[src/rtl/uart_tx_sched_if.sv]
// Requester/serializer bundle for the UART transmit scheduler.
// The scheduler uses the slave view; whoever drives requests and models the serializer uses master.
interface uart_tx_sched_if;
  logic [3:0]  req;
  logic [31:0] data_in;
  logic        data_length;
  logic        stop_bits;
  logic [1:0]  parity_type;
  logic        tx_active;
  logic        tx_done;

  logic        send;
  logic [7:0]  data_out;
  logic        parity_out;
  logic        length_out;
  logic        stop_out;
  logic [1:0]  parity_type_out;
  logic [3:0]  ack;
  logic [1:0]  grant_id;
  logic        busy;
  logic        err;

  modport slave (
    input  req, data_in, data_length, stop_bits, parity_type, tx_active, tx_done,
    output send, data_out, parity_out, length_out, stop_out, parity_type_out,
           ack, grant_id, busy, err
  );

  modport master (
    output req, data_in, data_length, stop_bits, parity_type, tx_active, tx_done,
    input  send, data_out, parity_out, length_out, stop_out, parity_type_out,
           ack, grant_id, busy, err
  );
endinterface

[src/rtl/uart_tx_sched.sv]
// Round-robin scheduler granting one of four requesters a UART frame, latching its payload and
// frame configuration and sequencing launch/completion against an external serializer.
module uart_tx_sched #(
  parameter int unsigned TIMEOUT = 8
) (
  input  logic           baud_clk,
  input  logic           arst_n,
  uart_tx_sched_if.slave bus
);

  typedef enum logic [1:0] {StIdle, StLaunch, StBusy, StDone} state_e;

  localparam logic [3:0] TimeoutLast = 4'(TIMEOUT - 1);

  state_e      state_q;
  logic [1:0]  ptr_q;
  logic [1:0]  grant_q;
  logic [3:0]  cnt_q;
  logic        send_q;
  logic [7:0]  data_q;
  logic        par_q;
  logic        len_q;
  logic        stop_q;
  logic [1:0]  ptype_q;
  logic [3:0]  ack_q;
  logic        busy_q;
  logic        err_q;

  logic        pick_vld;
  logic [1:0]  pick_id;
  logic [1:0]  idx;
  logic [7:0]  pick_byte;

  function automatic logic frame_parity(logic [7:0] d, logic len8, logic [1:0] ptype);
    logic x;
    x = len8 ? ^d : ^d[6:0];
    case (ptype)
      2'b01:   return ~x;
      2'b10:   return x;
      default: return 1'b0;
    endcase
  endfunction

  // Search upward from the requester after the last one served; k=4 wraps back to ptr itself.
  always_comb begin
    pick_vld = 1'b0;
    pick_id  = ptr_q;
    idx      = ptr_q;
    for (int k = 1; k <= 4; k++) begin
      idx = ptr_q + 2'(k);
      if (!pick_vld && bus.req[idx]) begin
        pick_vld = 1'b1;
        pick_id  = idx;
      end
    end
  end

  assign pick_byte = bus.data_in[{pick_id, 3'b000} +: 8];

  always_ff @(posedge baud_clk) begin
    if (!arst_n) begin
      state_q <= StIdle;
      ptr_q   <= 2'd3;
      grant_q <= 2'd0;
      cnt_q   <= 4'd0;
      send_q  <= 1'b0;
      data_q  <= 8'd0;
      par_q   <= 1'b0;
      len_q   <= 1'b0;
      stop_q  <= 1'b0;
      ptype_q <= 2'd0;
      ack_q   <= 4'd0;
      busy_q  <= 1'b0;
      err_q   <= 1'b0;
    end else begin
      ack_q <= 4'd0;
      err_q <= 1'b0;
      case (state_q)
        StIdle: begin
          if (pick_vld) begin
            state_q <= StLaunch;
            grant_q <= pick_id;
            data_q  <= pick_byte;
            len_q   <= bus.data_length;
            stop_q  <= bus.stop_bits;
            ptype_q <= bus.parity_type;
            par_q   <= frame_parity(pick_byte, bus.data_length, bus.parity_type);
            cnt_q   <= 4'd0;
            send_q  <= 1'b1;
            busy_q  <= 1'b1;
          end
        end
        StLaunch: begin
          if (bus.tx_active) begin
            state_q <= StBusy;
            send_q  <= 1'b0;
          end else if (cnt_q == TimeoutLast) begin
            // Serializer never picked the frame up: drop it, but still rotate priority.
            state_q <= StIdle;
            send_q  <= 1'b0;
            busy_q  <= 1'b0;
            err_q   <= 1'b1;
            ptr_q   <= grant_q;
          end else begin
            cnt_q <= cnt_q + 4'd1;
          end
        end
        StBusy: begin
          if (bus.tx_done || !bus.tx_active) begin
            state_q <= StDone;
            ack_q   <= 4'b0001 << grant_q;
          end
        end
        StDone: begin
          state_q <= StIdle;
          busy_q  <= 1'b0;
          ptr_q   <= grant_q;
        end
        default: state_q <= StIdle;
      endcase
    end
  end

  assign bus.send            = send_q;
  assign bus.data_out        = data_q;
  assign bus.parity_out      = par_q;
  assign bus.length_out      = len_q;
  assign bus.stop_out        = stop_q;
  assign bus.parity_type_out = ptype_q;
  assign bus.ack             = ack_q;
  assign bus.grant_id        = grant_q;
  assign bus.busy            = busy_q;
  assign bus.err             = err_q;

endmodule

[src/flat_wrapper.sv]
// flat-port wrapper written by rule: the top's interface ports become plain ports
module uart_tx_sched_flat 
#(
  parameter int unsigned TIMEOUT = 8
)
  (baud_clk, arst_n, bus_req, bus_data_in, bus_data_length, bus_stop_bits, bus_parity_type, bus_tx_active, bus_tx_done, bus_send, bus_data_out, bus_parity_out, bus_length_out, bus_stop_out, bus_parity_type_out, bus_ack, bus_grant_id, bus_busy, bus_err);
  uart_tx_sched_if bus_i ();
  input  logic baud_clk;
  input  logic arst_n;
  input wire logic [$bits(bus_i.req)-1:0] bus_req;
  input wire logic [$bits(bus_i.data_in)-1:0] bus_data_in;
  input wire logic [$bits(bus_i.data_length)-1:0] bus_data_length;
  input wire logic [$bits(bus_i.stop_bits)-1:0] bus_stop_bits;
  input wire logic [$bits(bus_i.parity_type)-1:0] bus_parity_type;
  input wire logic [$bits(bus_i.tx_active)-1:0] bus_tx_active;
  input wire logic [$bits(bus_i.tx_done)-1:0] bus_tx_done;
  output wire logic [$bits(bus_i.send)-1:0] bus_send;
  output wire logic [$bits(bus_i.data_out)-1:0] bus_data_out;
  output wire logic [$bits(bus_i.parity_out)-1:0] bus_parity_out;
  output wire logic [$bits(bus_i.length_out)-1:0] bus_length_out;
  output wire logic [$bits(bus_i.stop_out)-1:0] bus_stop_out;
  output wire logic [$bits(bus_i.parity_type_out)-1:0] bus_parity_type_out;
  output wire logic [$bits(bus_i.ack)-1:0] bus_ack;
  output wire logic [$bits(bus_i.grant_id)-1:0] bus_grant_id;
  output wire logic [$bits(bus_i.busy)-1:0] bus_busy;
  output wire logic [$bits(bus_i.err)-1:0] bus_err;
  assign bus_i.req = bus_req;
  assign bus_i.data_in = bus_data_in;
  assign bus_i.data_length = bus_data_length;
  assign bus_i.stop_bits = bus_stop_bits;
  assign bus_i.parity_type = bus_parity_type;
  assign bus_i.tx_active = bus_tx_active;
  assign bus_i.tx_done = bus_tx_done;
  assign bus_send = bus_i.send;
  assign bus_data_out = bus_i.data_out;
  assign bus_parity_out = bus_i.parity_out;
  assign bus_length_out = bus_i.length_out;
  assign bus_stop_out = bus_i.stop_out;
  assign bus_parity_type_out = bus_i.parity_type_out;
  assign bus_ack = bus_i.ack;
  assign bus_grant_id = bus_i.grant_id;
  assign bus_busy = bus_i.busy;
  assign bus_err = bus_i.err;
  uart_tx_sched #(.TIMEOUT(TIMEOUT)) u_core (.baud_clk(baud_clk), .arst_n(arst_n), .bus(bus_i));
endmodule
[config.mk]
export PLATFORM = sky130hd
export DESIGN_NAME = uart_tx_sched_flat
export DESIGN_NICKNAME = d
export VERILOG_FILES = /design/src/rtl/uart_tx_sched_if.sv /design/src/rtl/uart_tx_sched.sv /design/src/flat_wrapper.sv
export SDC_FILE = /design/constraint.sdc
export NUM_CORES = 1
export LEC_CHECK = 0
export CAP_MARGIN = 25
export CORE_MARGIN = 5
export CORE_UTILIZATION = 48
export DETAILED_ROUTE_END_ITERATION = 12
export PLACE_DENSITY = 0.92
export SYNTH_ARGS = -nofsm -noshare
export SYNTH_HDL_FRONTEND = slang
export SYNTH_SLANG_ARGS = --single-unit
[constraint.sdc]
create_clock -name baud_clk -period 5.7 [get_ports baud_clk]
set_input_delay 1.14 -clock baud_clk [delete_from_list [all_inputs] [get_ports baud_clk]]
set_output_delay 1.14 -clock baud_clk [all_outputs]
set_load 0.02 [all_outputs]
### Yosys cells after proc, flatten, opt, wreduce, memory -nomap -nowiden

Index checks and enable logic that the tools add are counted.

| storage, ports and cells | value |
|---|---|
| register bits | 30 |
| input bits | 44 |
| word-level logic and storage cells | 97 |
| output and inout bits | 22 |

| operators by class | value |
|---|---|
| shifts and indexed selects | 2 |
| order comparisons | 4 |
| reduce and logical (&&, ||, !) cells | 22 |
| bitwise gates (word level) | 3 |
| equal/unequal tests | 12 |
| muxes and demuxes | 37 |
| add/subtract/negate cells | 4 |

Operators with widths:

| kind | count |
|---|---|
| $shiftx A32 B6 Y8 | 1 |
| $mux W2 | 10 |
| $mux W1 | 14 |
| $lt A2 B3 Y1 const B | 4 |
| $mux W4 | 3 |
| $reduce_and A3 Y1 | 4 |
| $bmux W1 S2 | 4 |
| $pmux W2 S4 | 1 |
| $pmux W4 S2 | 1 |
| $reduce_and A4 Y1 | 2 |
| $reduce_xor A8 Y1 | 1 |
| $reduce_xor A7 Y1 | 1 |
| $eq A2 B2 Y1 const B | 3 |
| $ne A2 B1 Y1 const B | 3 |
| $add A2 B2 Y2 const B | 2 |
| $add A4 B1 Y4 const B | 1 |
| $eq A2 B1 Y1 const B | 2 |
| $eq A4 B3 Y1 const B | 1 |
| $logic_not A1 Y1 | 4 |
| $ne A2 B2 Y1 const B | 2 |
| $pmux W1 S2 | 2 |
| $pmux W2 S2 | 1 |
| $reduce_bool A2 Y1 | 2 |
| $shl A1 B2 Y4 const A | 1 |
| 10 further kinds | 14 |

### Depth between registers and ports, before layout

| depth | value |
|---|---|
| depth in word-level cells | 18 |
| gate-level depth with buffers | 10 |
| gate-level depth less buffers | 9 |

### Worst setup path after synthesis

Ideal clock, no wire load.

| path | value |
|---|---|
| path type | input port to flip-flop |
| start point | in bus_req[3] |
| end point | reg u_core.par_q, in the netlist u_core.bus.parity_out |
| stages | 8 |
| path buffers | 0 |
| slack | 2458 ps |
| data required time | 5636 ps |
| data arrival time | 3179 ps |
| setup time | 64 ps |
| cell sequence | nor2b_2 a21o_1 a221oi_4 mux2_2 xor2_2 xnor2_1 or4_1 nand4_1 |

| between the ends | value |
|---|---|
| cells in the longest elaborated chain, start to end | 17 |
| elaborated cells between the ends (all ways) | 29 |
| classes of those cells | shift (1); mux (18); bitwise (1); reduce/logical (9) |

Ends and longest elaborated chain:

| element | line | text |
|---|---|---|
| from (decl) | flat_wrapper.sv:10 | `input wire logic [$bits(bus_i.req)-1:0] bus_req;` |
| $bmux W1 S2 | uart_tx_sched.sv:51 | `if (!pick_vld && bus.req[idx]) begin` |
| $mux W1 (implied by the code) | uart_tx_sched.sv:51 |  |
| $mux W1 | uart_tx_sched.sv:51 |  |
| $logic_not A1 Y1 | uart_tx_sched.sv:51 |  |
| $logic_and A1 B1 Y1 | uart_tx_sched.sv:51 |  |
| $mux W1 | uart_tx_sched.sv:51 |  |
| $logic_not A1 Y1 | uart_tx_sched.sv:51 |  |
| $logic_and A1 B1 Y1 | uart_tx_sched.sv:51 |  |
| $mux W1 | uart_tx_sched.sv:51 |  |
| $logic_not A1 Y1 | uart_tx_sched.sv:51 |  |
| $logic_and A1 B1 Y1 | uart_tx_sched.sv:51 |  |
| $mux W2 | uart_tx_sched.sv:51 |  |
| $shiftx A32 B6 Y8 | uart_tx_sched.sv:58 | `assign pick_byte = bus.data_in[{pick_id, 3'b000} +: 8];` |
| $reduce_xor A8 Y1 or $reduce_xor A7 Y1 (tied branches) | uart_tx_sched.sv:36 | `x = len8 ? ^d : ^d[6:0];` |
| $mux W1 | uart_tx_sched.sv:36 |  |
| $not A1 Y1 | uart_tx_sched.sv:38 | `2'b01: return ~x;` |
| $pmux W1 S2 | uart_tx_sched.sv:37 | `case (ptype)` |
| to (signal assigned) | uart_tx_sched.sv:87 | `par_q <= frame_parity(pick_byte, bus.data_length, bus.parity_type);` |
| to (decl) | uart_tx_sched.sv:21 | `logic par_q;` |

Several ways; a longest one is shown, not always the timed one. The select of a mux whose other input is x is not followed.
A chain may end at the register's enable or synchronous reset.

### Worst setup path in the final report

Ends and elaborated chain as after synthesis.

==> summary.txt <==
Clock tree
  – Hold buffer count at CTS: 0
  – Worst-path clk slew: around 60 ps
  – Clk root buf: clkbuf_8
  – Clock net sink count: 30
  – CTS tree: done
  – Clock Tree Buf Depth: 2
  – CTS buffer count: 5
  – Post-CTS Resized: 0
  – Htree depth: 2
  – Post-CTS setup buffers: 0
  – Skew-Pair Late Insertion Delay: 290 ps

Global route
  – Grt total ovfl: 0
  – GRT Total Usage: 20.8%
  – Largest net degree at the start of global routing: 30
  – Global-route wire length before repair: ~8400 um
  – Initial antenna violation count: 0
  – Vias in the first global route: 1754

Route
  – Avg Vias per Cell: around 5.6
  – Residual DRC: 0
  – Via count: 1825
  – Post-route antenna net violation count: 0
  – Drt initial violations: 186
  – Total iterations of the first detailed-routing run: 5
  – WL/cell: 15.6 um
  – Drt total wl: slightly above 5000 um

Critical path
  – Worst Setup EP: u_core.bus.parity_out
  – Reg2reg end: u_core.bus.parity_out
  – R2R depth: 9
  – Crit end category: register
  – Worst setup SP type: input pin
  – Critical R2R Launch: u_core.ptr_q[0]
  – CP required: 5930 ps
  – Worst EP arrival: 4230 ps
  – CP Max Fanout: 11
  – WS Path Type: input pin to register
  – CP Launch Point: bus_req[3]
  – R2R setup slack: 2670 ps

Layout
  – Util after Layout: between 70% and 80%
  – Layout cells sized above 1: 7.86%
  – # nets final: 324
  – Most frequent cells in the layout: 65 x clkdlybuf4s50_1, 30 x dfxtp_1, 22 x nand2_1
  – Synth-to-layout area growth: 43.6%
  – Diodes inserted: 0
  – Commonest non-fill, non-tap cell in the layout: clkdlybuf4s50_1

Synth
  – Share of the yosys chip area belonging to registers: 34.0%
  – Most common flop cell mapped by yosys: dfxtp_1
  – EDFF count, synth: 0
  – YS warnings: 0
  – Distinct cell type count after synthesis: 44
  – Post-synth ARST share: 0%
  – Synthesized instance count: 215
  – #FFs+latches synth: 30
  – Syn nets: 260
  – Syn Area/Cell: around 8.2 sq um
  – Mapped Area: 1760 sq um

Timing
  – Post-route setup TNS: 0 ps
  – Final worst-path cycle share: between 70 and 80%
  – Relative slew slack: between 30% and 40%
  – Final hold vios: 0
  – Minimum clock period: 4010 ps
  – Worst slew pin tran: 906 ps
  – Unrepaired setup endpoints after global routing: no
  – Setup Skew: 4.78 ps
  – # setup viols final: 0
  – Fmax: 250 MHz
  – Fin. max-slew vios: 0

Floorplan
  – Die ar.: 4990 sq um
  – Die X-Extent: 70.6 um
  – # rows: 22
  – Initial Utilization: 48.9%
  – Io pins: 66
  – Die H: 70.6 um
  – CORE AREA: 3610 sq um

Pwr
  – Clock share of power: 28.0%
  – Combinational fraction of design power: 34.1%
  – Sequential power share: 37.9%
  – Tot Pwr: roughly 0.00064 W
  – Int Pwr: about 0.00043 W
  – Worst VDD drop: approximately 160 uV
  – Lkg Pwr: 1.00 nW
  – PD cells: 254 nW/um^2
  – Switching Share: 33.0%
  – Sw Pwr: 0.000212 W

Placement
  – Hpwl dp: 3780 um
  – Placer congestion estimate: 0.811
  – I/O Buffers: 65

Hold path
  – WHS Path Cells: 2
  – Hold Path Origin: u_core.bus.parity_type_out[0]
  – HP Class: register to register

Outcome
  – Outcome: finished, final reports clean

Run
  – Max-cap violation count: 0
## layout make-up
| class | instances | area [sq um] |
|---|---|---|
| flip-flops and latches | 30 | 601 |
| fillers | 276 | 1070 |
| repair buffers | 66 | 658 |
| inverters | 5 | 18.8 |
| clock buffers | 6 | 82.6 |
| multi-input cells | 171 | 1100 |
| clock inverters | 2 | 12.5 |
| well taps | 48 | 60.1 |
## worst min-delay path by stage
stage                                                to  slack, ps
after floorplan                         u_core.cnt_q[2]        500
after global placement           u_core.bus.data_out[0]        460
after detailed placement            u_core.bus.stop_out        470
after CTS                 u_core.bus.parity_type_out[0]        480
after global routing             u_core.bus.data_out[0]        500
final                     u_core.bus.parity_type_out[0]        470
## registers in the layout, indices dropped and copies added (netlist names), named ones only
name and count:
u_core.bus.length_out 1, u_core.ptr_q 2, u_core.bus.parity_type_out 2, u_core.bus.send 1
u_core.state_q 1, u_core.bus.parity_out 1, u_core.cnt_q 4, u_core.bus.grant_id 2
u_core.bus.stop_out 1, u_core.bus.data_out 8, u_core.bus.err 1, u_core.bus.ack 4
u_core.bus.busy 1
## logic make-up (layout without fill, tap and decap cells)
kind of cell	after synthesis	after routing	share of synthesized area [%]
adders and majority gates	1	1	0.709
and+or+nand+nor	96	96	27.9
DFF	30	30	34.0
muxes	12	12	7.02
xor gates and xnor gates	5	5	2.91
buffers and inverters	14	79	3.55
AOI/OAI and AO/OA	57	57	23.9
## cells in the mapped netlist, types with 2 or more instances
library cell	count	area, sq um
a211oi_2	2	25.0
clkbuf_1	6	22.5
a21boi_0	7	52.6
dfxtp_1	30	601
xor2_1	3	26.3
nor3_1	6	30.0
mux2_2	3	33.8
o31ai_1	2	15.0
o211a_1	3	30.0
inv_1	5	18.8
nand4_1	3	18.8
o21a_1	3	22.5
and2_1	6	37.5
and3_1	9	56.3
buf_2	2	10.0
mux2i_1	9	90.1
o21ai_0	15	75.1
a21oi_1	4	20.0
nor2_1	13	48.8
nand3_1	21	105
nand2b_1	3	18.8
nand4b_1	2	17.5
o211ai_1	8	60.1
nand2_1	22	82.6
nor2b_1	4	25.0
a211oi_1	6	45.0
## power groups by stage
| stage | Sequential (W) | Clock, W | Combinational, W |
|---|---|---|---|
| after floorplan | 0.000264 | 0 | 0.000111 |
| after global placement | 0.000247 | 0 | 0.000210 |
| after detailed placement | 0.000247 | 0 | 0.000215 |
| after CTS | 0.000243 | 0.000183 | 0.000217 |
| after global routing | 0.000246 | 0.000191 | 0.000237 |
| final | 0.000244 | 0.000180 | 0.000219 |
## metal layers
| metal | global-route usage (%) | part of all wire, % |
|---|---|---|
| met1 | 26.6 | 46 |
| met2 | 33.7 | 46 |
| met3 | 6.11 | 7.0 |
| met4 | 6.89 | 1.4 |
| met5 | 0 | 0 |
## worst max-delay path: stages
cell,delay (ps)
clkdlybuf4s50_1,470
nor2b_2,190
o21ai_1,590
nand2_2,320
mux2i_1,210
mux2_2,300
xor2_1,180
xnor2_1,180
or4_1,550
nand4_1,100
## through the flow
step	cells	setup WS (ps)	instance area, sq um	hold slack, ps
2_1_floorplan	215	2460	1760	501
3_3_place_gp	320	1550	2440	460
3_5_place_dp	320	1450	2440	468
4_1_cts	328	1750	2530	480
5_1_grt	328	1570	2530	498
6_report	328	1690	2530	473
Note: power is estimated with default switching activity, not from simulation.
